**src/rtl/dac_wave_gen.sv**
```systemverilog
// Waveform source for the 8-bit DAC: sawtooth/triangle/square/DC with programmable
// amplitude, floor and phase step; new settings take effect on a period wrap.
module dac_wave_gen #(
  parameter int unsigned CLK_DIV = 250,
  parameter int unsigned DW      = 8
) (
  input  logic          clk,
  input  logic          rst_n,
  input  logic          en,
  input  logic          load,
  input  logic [1:0]    wave_sel,
  input  logic [DW-1:0] vpp_set,
  input  logic [DW-1:0] offset_set,
  input  logic [DW-1:0] step_set,
  output logic [DW-1:0] dac_out,
  output logic          dac_wr,
  output logic          period_start
);

  localparam int unsigned CntW = (CLK_DIV > 1) ? $clog2(CLK_DIV) : 1;
  localparam logic [CntW-1:0] CntMax = CntW'(CLK_DIV - 1);

  logic [CntW-1:0] cnt_q;
  logic [DW-1:0]   phase_q;
  logic            smp_q, wrap_q;
  logic            pend_vld_q;
  logic [1:0]      wave_pend_q, wave_act_q;
  logic [DW-1:0]   vpp_pend_q, off_pend_q, step_pend_q;
  logic [DW-1:0]   vpp_act_q, off_act_q, step_act_q;

  logic            tick, wrap, apply;
  logic [DW:0]     phase_sum;
  logic [DW-1:0]   shape, scaled;
  logic [2*DW-1:0] prod;
  logic [DW:0]     level;

  always_comb begin
    tick      = en && (cnt_q == CntMax);
    phase_sum = {1'b0, phase_q} + {1'b0, step_act_q};
    wrap      = tick && phase_sum[DW];
    // While stopped there is no wrap to wait for, so pending settings apply at once.
    apply     = pend_vld_q && (en ? wrap : 1'b1);
  end

  always_comb begin
    shape = '0;
    case (wave_act_q)
      2'd0:    shape = phase_q;
      2'd1:    shape = phase_q[DW-1] ? {~phase_q[DW-2:0], 1'b0} : {phase_q[DW-2:0], 1'b0};
      2'd2:    shape = {DW{phase_q[DW-1]}};
      default: shape = '0;
    endcase
    prod   = {{DW{1'b0}}, shape} * {{DW{1'b0}}, vpp_act_q};
    // Full-scale shape maps to exactly vpp so the square wave hits its amplitude.
    scaled = (&shape) ? vpp_act_q : DW'(prod >> DW);
    level  = {1'b0, off_act_q} + {1'b0, scaled};
  end

  always_ff @(posedge clk) begin
    if (!rst_n) begin
      cnt_q        <= '0;
      phase_q      <= '0;
      smp_q        <= 1'b0;
      wrap_q       <= 1'b0;
      pend_vld_q   <= 1'b0;
      wave_pend_q  <= '0;
      vpp_pend_q   <= '0;
      off_pend_q   <= '0;
      step_pend_q  <= '0;
      wave_act_q   <= '0;
      vpp_act_q    <= '0;
      off_act_q    <= '0;
      step_act_q   <= DW'(1);
      dac_out      <= '0;
      dac_wr       <= 1'b0;
      period_start <= 1'b0;
    end else begin
      if (!en || tick) cnt_q <= '0;
      else             cnt_q <= cnt_q + CntW'(1);

      if (!en)       phase_q <= '0;
      else if (tick) phase_q <= phase_sum[DW-1:0];

      smp_q  <= tick;
      wrap_q <= wrap;

      if (apply) begin
        wave_act_q <= wave_pend_q;
        vpp_act_q  <= vpp_pend_q;
        off_act_q  <= off_pend_q;
        step_act_q <= step_pend_q;
      end

      if (load) begin
        wave_pend_q <= wave_sel;
        vpp_pend_q  <= vpp_set;
        off_pend_q  <= offset_set;
        step_pend_q <= step_set;
        pend_vld_q  <= 1'b1;
      end else if (apply) begin
        pend_vld_q  <= 1'b0;
      end

      dac_wr       <= smp_q;
      period_start <= wrap_q;
      if (smp_q) dac_out <= level[DW] ? '1 : level[DW-1:0];
    end
  end

endmodule

```
**config.mk**
```make
export PLATFORM = sky130hd
export DESIGN_NAME = dac_wave_gen
export DESIGN_NICKNAME = d
export VERILOG_FILES = /design/src/rtl/dac_wave_gen.sv
export SDC_FILE = /design/constraint.sdc
export NUM_CORES = 1
export LEC_CHECK = 0
export CAP_MARGIN = 40
export CORE_MARGIN = 1
export CORE_UTILIZATION = 45
export CTS_CLUSTER_DIAMETER = 120
export CTS_CLUSTER_SIZE = 40
export DETAILED_ROUTE_END_ITERATION = 10
export PLACE_DENSITY = 0.63
export SLEW_MARGIN = 20
export SYNTH_ARGS = -nofsm -noshare
export SYNTH_HDL_FRONTEND = slang
export SYNTH_SLANG_ARGS = --single-unit
```
**constraint.sdc**
```tcl
create_clock -name clk -period 6.65 [get_ports clk]
set_input_delay 1.33 -clock clk [delete_from_list [all_inputs] [get_ports clk]]
set_output_delay 1.33 -clock clk [all_outputs]
set_load 0.01 [all_outputs]
```
==> metrics.md, run 1 <==
| Metric | Value |
|---|---|
| Nets | `781` |
| CTS tree | `done` |
| Initial DRC Count | `175` |
| Worst Tran Pin Value | `0.492 ns` |
| Pre-CTS WS | `-0.0942 ns` |
| Layout cells sized above 1 | `8.53%` |
| Clk sinks | `81` |
| Routability-driven placement congestion ratio | `0.896` |
| Register area | `1630 um2` |
| Final setup vio count | `0` |
| Post-CTS Setup Inserts | `0` |
| Predominant post-synthesis flop cell | `dfxtp_1` |
| Post-CTS Hold Buffers | `0` |
| Finished Layout Cells | `840` |
| FP Rows | `41` |
| IO Pins | `40` |
| All-Layer GR Usage | `20.6%` |
| Synthesized area | `5860 um2` |
| Clock buffer depth | `2` |
| Starting density of the core | `46.2%` |
| Post-Route WL | `12800 um` |
| Worst Path Max Fanout | `8` |
| Vias per cell | `5.26` |
| Period utilization | `95.0%` |
| Hold_ws | `0.458 ns` |
| Gate count after technology mapping | `620` |
| Drt drc | `0` |
| DP HPWL | `9650 um` |
| Critical path capture point type | `flip-flop` |
| Critical Path Start Type | `flip-flop` |
| Sequential area share after synthesis | `27.7%` |
| Initial antenna violation count | `0` |
| HP Class | `flip-flop to flip-flop` |
| Clock Tree Root | `clkbuf_16` |
| Worst Skew | `0.00843 ns` |
| Final Hold Fails | `0` |
| Final ANT Viol Nets | `0` |
| Final WS setup | `0.334 ns` |
| Worst IR Drop VDD | `0.000120 V` |
| Fin Setup TNS | `0 ns` |
| Post-synth EDFFs | `0` |
| Avg Cell Area, Syn | `9.45 um2` |
| Remaining Overflow, GRT | `0` |
| Max Slew Vio Count | `0` |
| Max Clock Freq | `0.158 GHz` |
| Lkg Pwr | `3.22 nW` |
| Core footprint | `12700 um2` |
| Clock Latency Late Sink | `0.34 ns` |
| Largest net degree at the start of global routing | `53` |
| Multi-input logic area | `4030 um2` |
| Rel. slew slack | `67.2%` |
| Avg WL per Cell | `15.2 um` |
| Syn Nets | `738` |
| Post-synth ARST share | `0%` |
| # fillers | `1150` |
| Worst Path Arrival | `6.54 ns` |
| 1st-pass router iterations | `4` |
| TritonCTS buffer count | `9` |
| Worst-path clk slew | `0.06 ns` |
| Status | `completed` |
| Number of global-route vias before repair | `4480` |
| Die Ht | `116 um` |
| Min cycle time layout | `6.32 ns` |
| Final Cell Area | `6870 um2` |
| P per Cell Area | `158 nW/um2` |
| Flip-flop and latch count after synthesis | `81` |
| CP Data Required Time | `6.88 ns` |
| Chip width | `116 um` |
| Die area | `13500 um2` |
| Ant. Diodes | `0` |
| Yosys cell types | `59` |
| Port Buf Inserts | `39` |
| Max Cap Violations | `0` |
| Critical path class | `flip-flop to flip-flop` |
| Layout area overhead | `17.3%` |
| Placed Area | `6440 um2` |
| H-tree depth | `3` |
| First-pass GRT wire length | `21400 um` |
| Ys Warns | `0` |
| Via count | `4418` |
| Placed cell count | `822` |
==> area by class of cell <==
| cell class | instances | share of cell area (%) |
|---|---|---|
| Clock buffer | 12 | 3.73 |
| Multi-Input combinational cell | 473 | 58.7 |
| Inverter | 43 | 2.35 |
| Sequential cell | 81 | 23.6 |
| Clock inverter | 4 | 0.746 |
| Tap cell | 172 | 3.13 |
| Timing Repair Buffer | 55 | 7.72 |
==> timing repair <==
action,CTS,global route
gates resized for setup,3,21
pin swaps,0,1
endpoints found under the setup margin,8,8
==> logic make-up (layout without fill, tap and decap cells) <==
kind of cell	Yosys count	after routing	share of synthesized area, %
buffers and inverters	66	114	4.93
and+or+nand+nor	208	208	20.0
DFF	81	81	27.7
xor gates and xnor gates	19	19	2.84
muxes	58	58	9.96
adders and majority gates	88	88	23.5
AOI/OAI and AO/OA	100	100	11.1
==> cells in the final DEF (no fill, tap or decap), types with 13 or more instances in the layout <==
cell type and count:
ha_1 50, fa_1 37, and2_1 47, nand2_1 40, nor2_1 23, nor2b_1 62, buf_4 13, inv_1 42
mux2i_1 56, clkdlybuf4s50_1 37, o21ai_0 21, dfxtp_1 80, a21oi_1 23
==> layer usage <==
layer  wire length, um  track usage [%]  share of wire [%]  up-vias
met5                 0                0                  0        -
met4               246             7.69                1.9        0
met3               519             4.08                4.1       20
met2              5990             33.6                 47      109
met1              6050             27.1                 47     2091
li1                  -                -                  -     2198
==> per-stage QoR <==
step	power, mW	utilization [%]
2_1_floorplan	0.553	-
3_3_place_gp	0.577	50.6
3_5_place_dp	0.580	50.8
4_1_cts	1.09	53.3
5_1_grt	1.12	54.2
6_report	1.08	54.2
==> synthesized netlist by cell type (all sizes together) (14+ instances only) <==
cell,instances,share of area (%)
dfxtp,81,28
o21ai,31,2.7
mux2i,56,9.6
fa,37,13
nor2,23,1.5
inv,43,2.8
ha,51,11
a21oi,25,2.1
and2,48,5.2
clkbuf,14,0.90
nand2,40,2.6
nor2b,63,6.7
==> path summary, 6_finish.rpt <==
path / start / endpoint / slack [ns] / cells past startpoint
hold / removal: wrap_q / period_start / 0.46 / 1
hold reg to reg: wrap_q / period_start / 0.46 / 1
setup / recovery: wave_act_q[0] / dac_out[7] / 0.33 / 26
setup reg to reg: wave_act_q[0] / dac_out[7] / 0.33 / 26
==> power breakdown <==
part / leakage [nW] / internal (mW) / switching (mW)
registers: 0.659 / 0.497 / 0.00862
clock network: 0.149 / 0.312 / 0.200
logic: 2.41 / 0.0382 / 0.0269
total: 3.22 / 0.847 / 0.236
==> sequential cells by signal, indices dropped and copies added, names as in the netlist, 2 cells and up <==
register	cells
cnt_q	8
dac_out	8
off_act_q	8
off_pend_q	8
phase_q	8
step_act_q	8
step_pend_q	8
vpp_act_q	8
vpp_pend_q	8
wave_act_q	2
wave_pend_q	2
==> critical path, cell delays in order, from the launching register on <==
cell	delay (ns)
dfxtp_4	0.37
nor2b_4	0.14
buf_4	0.14
a22oi_1	0.17
o2bb2ai_1	0.10
buf_4	0.17
and2_1	0.17
fa_1	0.53
fa_1	0.44
fa_1	0.55
inv_1	0.06
fa_1	0.54
inv_1	0.05
ha_1	0.34
and4_1	0.24
nor2b_1	0.15
o21ai_1	0.17
nand3b_1	0.12
or4b_1	0.48
nand3_1	0.10
ha_1	0.29
a21oi_2	0.17
inv_1	0.06
a31oi_2	0.18
buf_4	0.15
nand4_1	0.10
o211a_1	0.23
Power figures use the tool's default switching activity.
==> run 2: changes to the inputs <==
--- a/config.mk
+++ b/config.mk
@@ -6,8 +6,8 @@
 export NUM_CORES = 1
 export LEC_CHECK = 0
 export CAP_MARGIN = 40
-export CORE_MARGIN = 1
 export CORE_UTILIZATION = 45
+export CTS_BUF_LIST = sky130_fd_sc_hd__clkbuf_4 sky130_fd_sc_hd__clkbuf_8
 export CTS_CLUSTER_DIAMETER = 120
 export CTS_CLUSTER_SIZE = 40
 export DETAILED_ROUTE_END_ITERATION = 10
==> run 2 against run 1 <==
Largest cell class unchanged. Worst setup slack lost 0.046 ns. Design area shrank 0.87%. Final cell count grew 0.24%. Largest power group is now sequential cells.
==> metrics.md, run 2 (synthesis results as in run 1) <==
| Metric | Value |
|---|---|
| DP HPWL | `9650 um` |
| H-tree depth | `3` |
| Min cycle time layout | `6.36 ns` |
| Layout cells sized above 1 | `9.40%` |
| Worst-path clk slew | `0.09 ns` |
| Worst Path Max Fanout | `8` |
| Die Ht | `116 um` |
| Final WS setup | `0.288 ns` |
| Critical path's largest stage delay | `0.59 ns` |
| Routability-driven placement congestion ratio | `0.896` |
| CP Buf/Inv Count | `6` |
| Layout area overhead | `16.3%` |
| CP Data Required Time | `6.89 ns` |
| TritonCTS buffer count | `9` |
| Hold_ws | `0.464 ns` |
| Worst Skew | `0.0130 ns` |
| P per Cell Area | `140 nW/um2` |
| Worst Path Arrival | `6.61 ns` |
| Clock Tree Root | `clkbuf_8` |
| Net Sw Power | `0.218 mW` |
| Critical path capture point type | `flip-flop` |
| Final setup vio count | `0` |
| Status | `completed` |
| Die area | `13500 um2` |
| Max Slew Vio Count | `0` |
| Max Clock Freq | `0.157 GHz` |
| Commonest non-fill, non-tap cell in the layout | `dfxtp_1` |
| Starting density of the core | `46.2%` |
| Clock buffer depth | `2` |
| Vias per cell | `5.21` |
| Pre-CTS WS | `-0.0942 ns` |
| CTS tree | `done` |
| Nets | `783` |
| Max Cap Violations | `0` |
| Logic pwr share | `6.8%` |
| Ant. Diodes | `0` |
| Via count | `4384` |
| Remaining Overflow, GRT | `0` |
| Net Sw Frac | `22.9%` |
| Final ANT Viol Nets | `0` |
| Most frequent cells in the layout | `dfxtp_1, nor2b_1, mux2i_1, ha_1, and2_1` |
| Clock power frac | `40.1%` |
| Worst Tran Pin Value | `0.492 ns` |
| Initial antenna violation count | `0` |
| CP top delay family | `adder cells` |
| Rel. slew slack | `67.2%` |
| Final Hold Fails | `0` |
| All-Layer GR Usage | `20.7%` |
| Int Power | `0.734 mW` |
| Initial DRC Count | `165` |
| CP most frequent cell | `fa_1` |
| Period utilization | `95.7%` |
| Worst path slowest cell | `fa_1` |
| Chip width | `116 um` |
| Critical Path Start Type | `flip-flop` |
| Clock Latency Late Sink | `0.36 ns` |
| HP Class | `flip-flop to flip-flop` |
| Drt drc | `0` |
| Lkg Pwr | `3.19 nW` |
| Port Buf Inserts | `39` |
| 1st-pass router iterations | `5` |
| Part of the power in registers | `53.1%` |
| Worst IR Drop VDD | `0.000101 V` |
| IO Pins | `40` |
| Number of global-route vias before repair | `4466` |
| Post-Route WL | `12900 um` |
| Avg WL per Cell | `15.4 um` |
| Core footprint | `12700 um2` |
| Critical path class | `flip-flop to flip-flop` |
| Clk sinks | `81` |
| FP Rows | `41` |
| First-pass GRT wire length | `21500 um` |
| Largest net degree at the start of global routing | `53` |
| Post-CTS Hold Buffers | `0` |
## run 2: cell types whose count changed in the layout (fill, tap and decap cells not counted), sizes merged
cell	previous run	this run
clkinvlp	1	2
buf	18	20
inv	43	42
## run 2: path summary, 6_finish.rpt
check | from | end | slack, ns | cells past startpoint
worst max register to register | wave_act_q[0] | dac_out[7] | 0.29 | 26
worst max-delay path | wave_act_q[0] | dac_out[7] | 0.29 | 26
worst min register to register | wrap_q | period_start | 0.46 | 1
worst min-delay path | wrap_q | period_start | 0.46 | 1
## run 2: area by class of cell
| cell class | count | area, um2 |
|---|---|---|
| flip-flops and latches | 81 | 1630 |
| clock inverters | 4 | 51.3 |
| multi-input cells | 473 | 4050 |
| inverters | 43 | 165 |
| fillers | 1156 | 5860 |
| well taps | 172 | 215 |
| clock buffers | 12 | 159 |
| repair buffers | 57 | 546 |
## run 2: repair_timing
action / in CTS / in global routing
buffers inserted: 0 / 2
setup endpoints to repair: 8 / 8
resized for setup: 3 / 24
pin swaps: 0 / 2
## run 2: per-layer routing
metal / up-vias / global-route usage [%] / share of wire, %
met5: - / 0 / 0
met2: 98 / 33.7 / 48
met1: 2077 / 27.2 / 46
li1: 2193 / - / -
met4: 0 / 7.52 / 1.7
met3: 16 / 4.39 / 4.3
## run 2: per-stage QoR
stage	cells	cell area (um2)	util [%]	total power, mW	TNS, ns
after floorplan	620	5860	-	0.553	0
after global placement	820	6410	50.6	0.577	0
after detailed placement	822	6440	50.8	0.580	-0.655
after CTS	838	6650	52.5	0.967	0
after global routing	842	6810	53.8	0.991	-0.0695
final	842	6810	53.8	0.952	0
## run 2: power groups by stage
| stage | clock network, mW | logic, mW | registers (mW) |
|---|---|---|---|
| floorplan | 0 | 0.0396 | 0.514 |
| global placement | 0 | 0.0601 | 0.517 |
| detailed placement | 0 | 0.0632 | 0.517 |
| CTS | 0.398 | 0.0634 | 0.506 |
| global route | 0.413 | 0.0713 | 0.507 |
| finish | 0.382 | 0.0652 | 0.505 |
==> run 3: changes to the inputs <==
--- a/config.mk
+++ b/config.mk
@@ -6,12 +6,12 @@
 export NUM_CORES = 1
 export LEC_CHECK = 0
 export CAP_MARGIN = 40
-export CORE_UTILIZATION = 45
+export CORE_UTILIZATION = 56
 export CTS_BUF_LIST = sky130_fd_sc_hd__clkbuf_4 sky130_fd_sc_hd__clkbuf_8
 export CTS_CLUSTER_DIAMETER = 120
 export CTS_CLUSTER_SIZE = 40
 export DETAILED_ROUTE_END_ITERATION = 10
-export PLACE_DENSITY = 0.63
+export PLACE_DENSITY = 0.76
 export SLEW_MARGIN = 20
 export SYNTH_ARGS = -nofsm -noshare
 export SYNTH_HDL_FRONTEND = slang
==> run 3 against run 2 <==
Combinational power decreased by 0.6%. Total power decreased by 3.9%. Wire length decreased by 2.2%. Sequential cell count did not move. Die area fell by 19%. Non-clock buffer count down 1. Critical endpoint unchanged.
==> metrics.md, run 3 (synthesis results as in run 1) <==
| Metric | Value |
|---|---|
| Core footprint | `9950 um2` |
| Final Hold Fails | `0` |
| Final Cell Area | `6690 um2` |
| Worst Tran Pin Value | `0.861 ns` |
| Worst Path Arrival | `6.61 ns` |
| CTS tree | `done` |
| Hold Crit Depth | `1` |
| 1st-pass router iterations | `5` |
| Vias per cell | `5.62` |
| Initial antenna violation count | `0` |
| Chip width | `104 um` |
| Critical Path Start Type | `flip-flop` |
| Die Ht | `104 um` |
| Total Power | `0.914 mW` |
| Via count | `4499` |
| Number of global-route vias before repair | `4513` |
| WHS Endpoint | `period_start` |
| Most frequent cells in the layout | `dfxtp_1, nor2b_1, mux2i_1, ha_1, and2_1` |
| FP Rows | `36` |
| Die area | `10900 um2` |
| Final setup vio count | `0` |
| HP Class | `flip-flop to flip-flop` |
| Critical path capture point type | `flip-flop` |
| Critical path class | `flip-flop to flip-flop` |
| Lkg Pwr | `3.16 nW` |
| H-tree depth | `3` |
| Min cycle time layout | `6.36 ns` |
| IO Pins | `40` |
| Hold path start | `wrap_q` |
| R2R Setup Slk | `0.29 ns` |
| P per Cell Area | `137 nW/um2` |
| Placed Area | `6370 um2` |
| DP HPWL | `9390 um` |
| Starting density of the core | `58.8%` |
| Layout area overhead | `14.2%` |
| First-pass GRT wire length | `21400 um` |
| TritonCTS buffer count | `9` |
| Worst R2R End | `dac_out[7]` |
| Commonest non-fill, non-tap cell in the layout | `dfxtp_1` |
| CP Data Required Time | `6.90 ns` |
| Final ANT Viol Nets | `0` |
| All-Layer GR Usage | `24.6%` |
| Remaining Overflow, GRT | `0` |
| Worst Skew | `0.0102 ns` |
| Worst Path Max Fanout | `8` |
| Reg2reg path depth | `25` |
| Initial DRC Count | `252` |
| Routability-driven placement congestion ratio | `0.905` |
| Worst IR Drop VDD | `0.000148 V` |
| Worst-path clk slew | `0.08 ns` |
| Max Clock Freq | `0.157 GHz` |
| Largest net degree at the start of global routing | `67` |
| Post-Route WL | `12700 um` |
| # fillers | `795` |
| Clk sinks | `81` |
| Worst reg2reg startpoint | `wave_act_q[0]` |
| Clock Tree Root | `clkbuf_8` |
| Avg WL per Cell | `15.8 um` |
| Max Slew Vio Count | `0` |
| Ant. Diodes | `0` |
| Max Cap Violations | `0` |
| Nets | `782` |
| Clock Latency Late Sink | `0.35 ns` |
| Period utilization | `95.6%` |
| Drt drc | `0` |
| Layout cells sized above 1 | `8.83%` |
| Status | `completed` |
| Port Buf Inserts | `39` |
| Clock buffer depth | `2` |
| Rel. slew slack | `42.2%` |
-- run 3: area by class of cell --
cell class | instances | area (um2) | share of cell area (%)
multi-input cells | 473 | 4020 | 60.1
flip-flops and latches | 81 | 1620 | 24.2
repair buffers | 56 | 533 | 7.97
clock buffers | 9 | 124 | 1.85
well taps | 133 | 166 | 2.49
inverters | 43 | 165 | 2.47
clock inverters | 6 | 60.1 | 0.898
-- run 3: power breakdown --
part           internal (mW)  leakage, nW  switching (mW)
Sequential             0.497        0.659         0.00916
Combinational         0.0379         2.41          0.0269
Clock                  0.169       0.0909           0.174
Total                  0.704         3.16           0.210
-- run 3: layer usage --
metal,vias to the layer above,global-route usage [%],share of wire [%]
met3,18,2.94,4.1
met4,0,7.96,1.5
met2,121,41.3,49
met1,2179,32.9,46
met5,-,0,0
li1,2181,-,-
-- run 3: worst max-delay path, stage by stage, from the launching register on --
cell,delay (ns)
dfxtp_1,0.34
buf_4,0.16
clkinvlp_4,0.17
a22oi_1,0.28
o21ai_2,0.15
and2_1,0.20
fa_1,0.50
fa_1,0.51
fa_1,0.54
inv_1,0.05
fa_1,0.53
inv_1,0.04
ha_1,0.34
a21oi_1,0.15
o21ai_0,0.17
o21ai_1,0.22
nand3b_1,0.13
or4b_1,0.48
nand3_1,0.12
ha_2,0.31
a21oi_1,0.17
inv_1,0.07
a31oi_2,0.17
buf_4,0.15
nand4_1,0.08
o211a_1,0.23
-- run 3: worst max path at each step --
stage,cells past startpoint,start,endpoint,slack (ns)
after floorplan,24,wave_act_q[0],dac_out[0],0.47
after global placement,23,wave_act_q[0],dac_out[1],0.1
after detailed placement,23,wave_act_q[0],dac_out[5],-0.20
after CTS,24,wave_act_q[0],dac_out[1],0.02
after global routing,25,wave_act_q[0],dac_out[7],-0.03
final,25,wave_act_q[0],dac_out[7],0.29
-- run 3: repair_timing --
action                                  CTS  global route
pin swaps                                 0             3
gates resized for setup                   4            18
hold buffers                              0             0
buffers inserted                          0             4
endpoints found under the setup margin    8             8
-- run 3: stage by stage --
| stage | hold WS, ns | instances | util [%] | TNS [ns] | worst slack, ns |
|---|---|---|---|---|---|
| after floorplan | 0.412 | 620 | - | 0 | 0.465 |
| after global routing | 0.497 | 801 | 67.2 | -0.0320 | -0.0320 |
| after detailed placement | 0.420 | 781 | 64.0 | -1.55 | -0.200 |
| after CTS | 0.457 | 796 | 66.0 | 0 | 0.0246 |
| after global placement | 0.426 | 780 | 63.9 | 0 | 0.0971 |
| final | 0.458 | 801 | 67.2 | 0 | 0.291 |
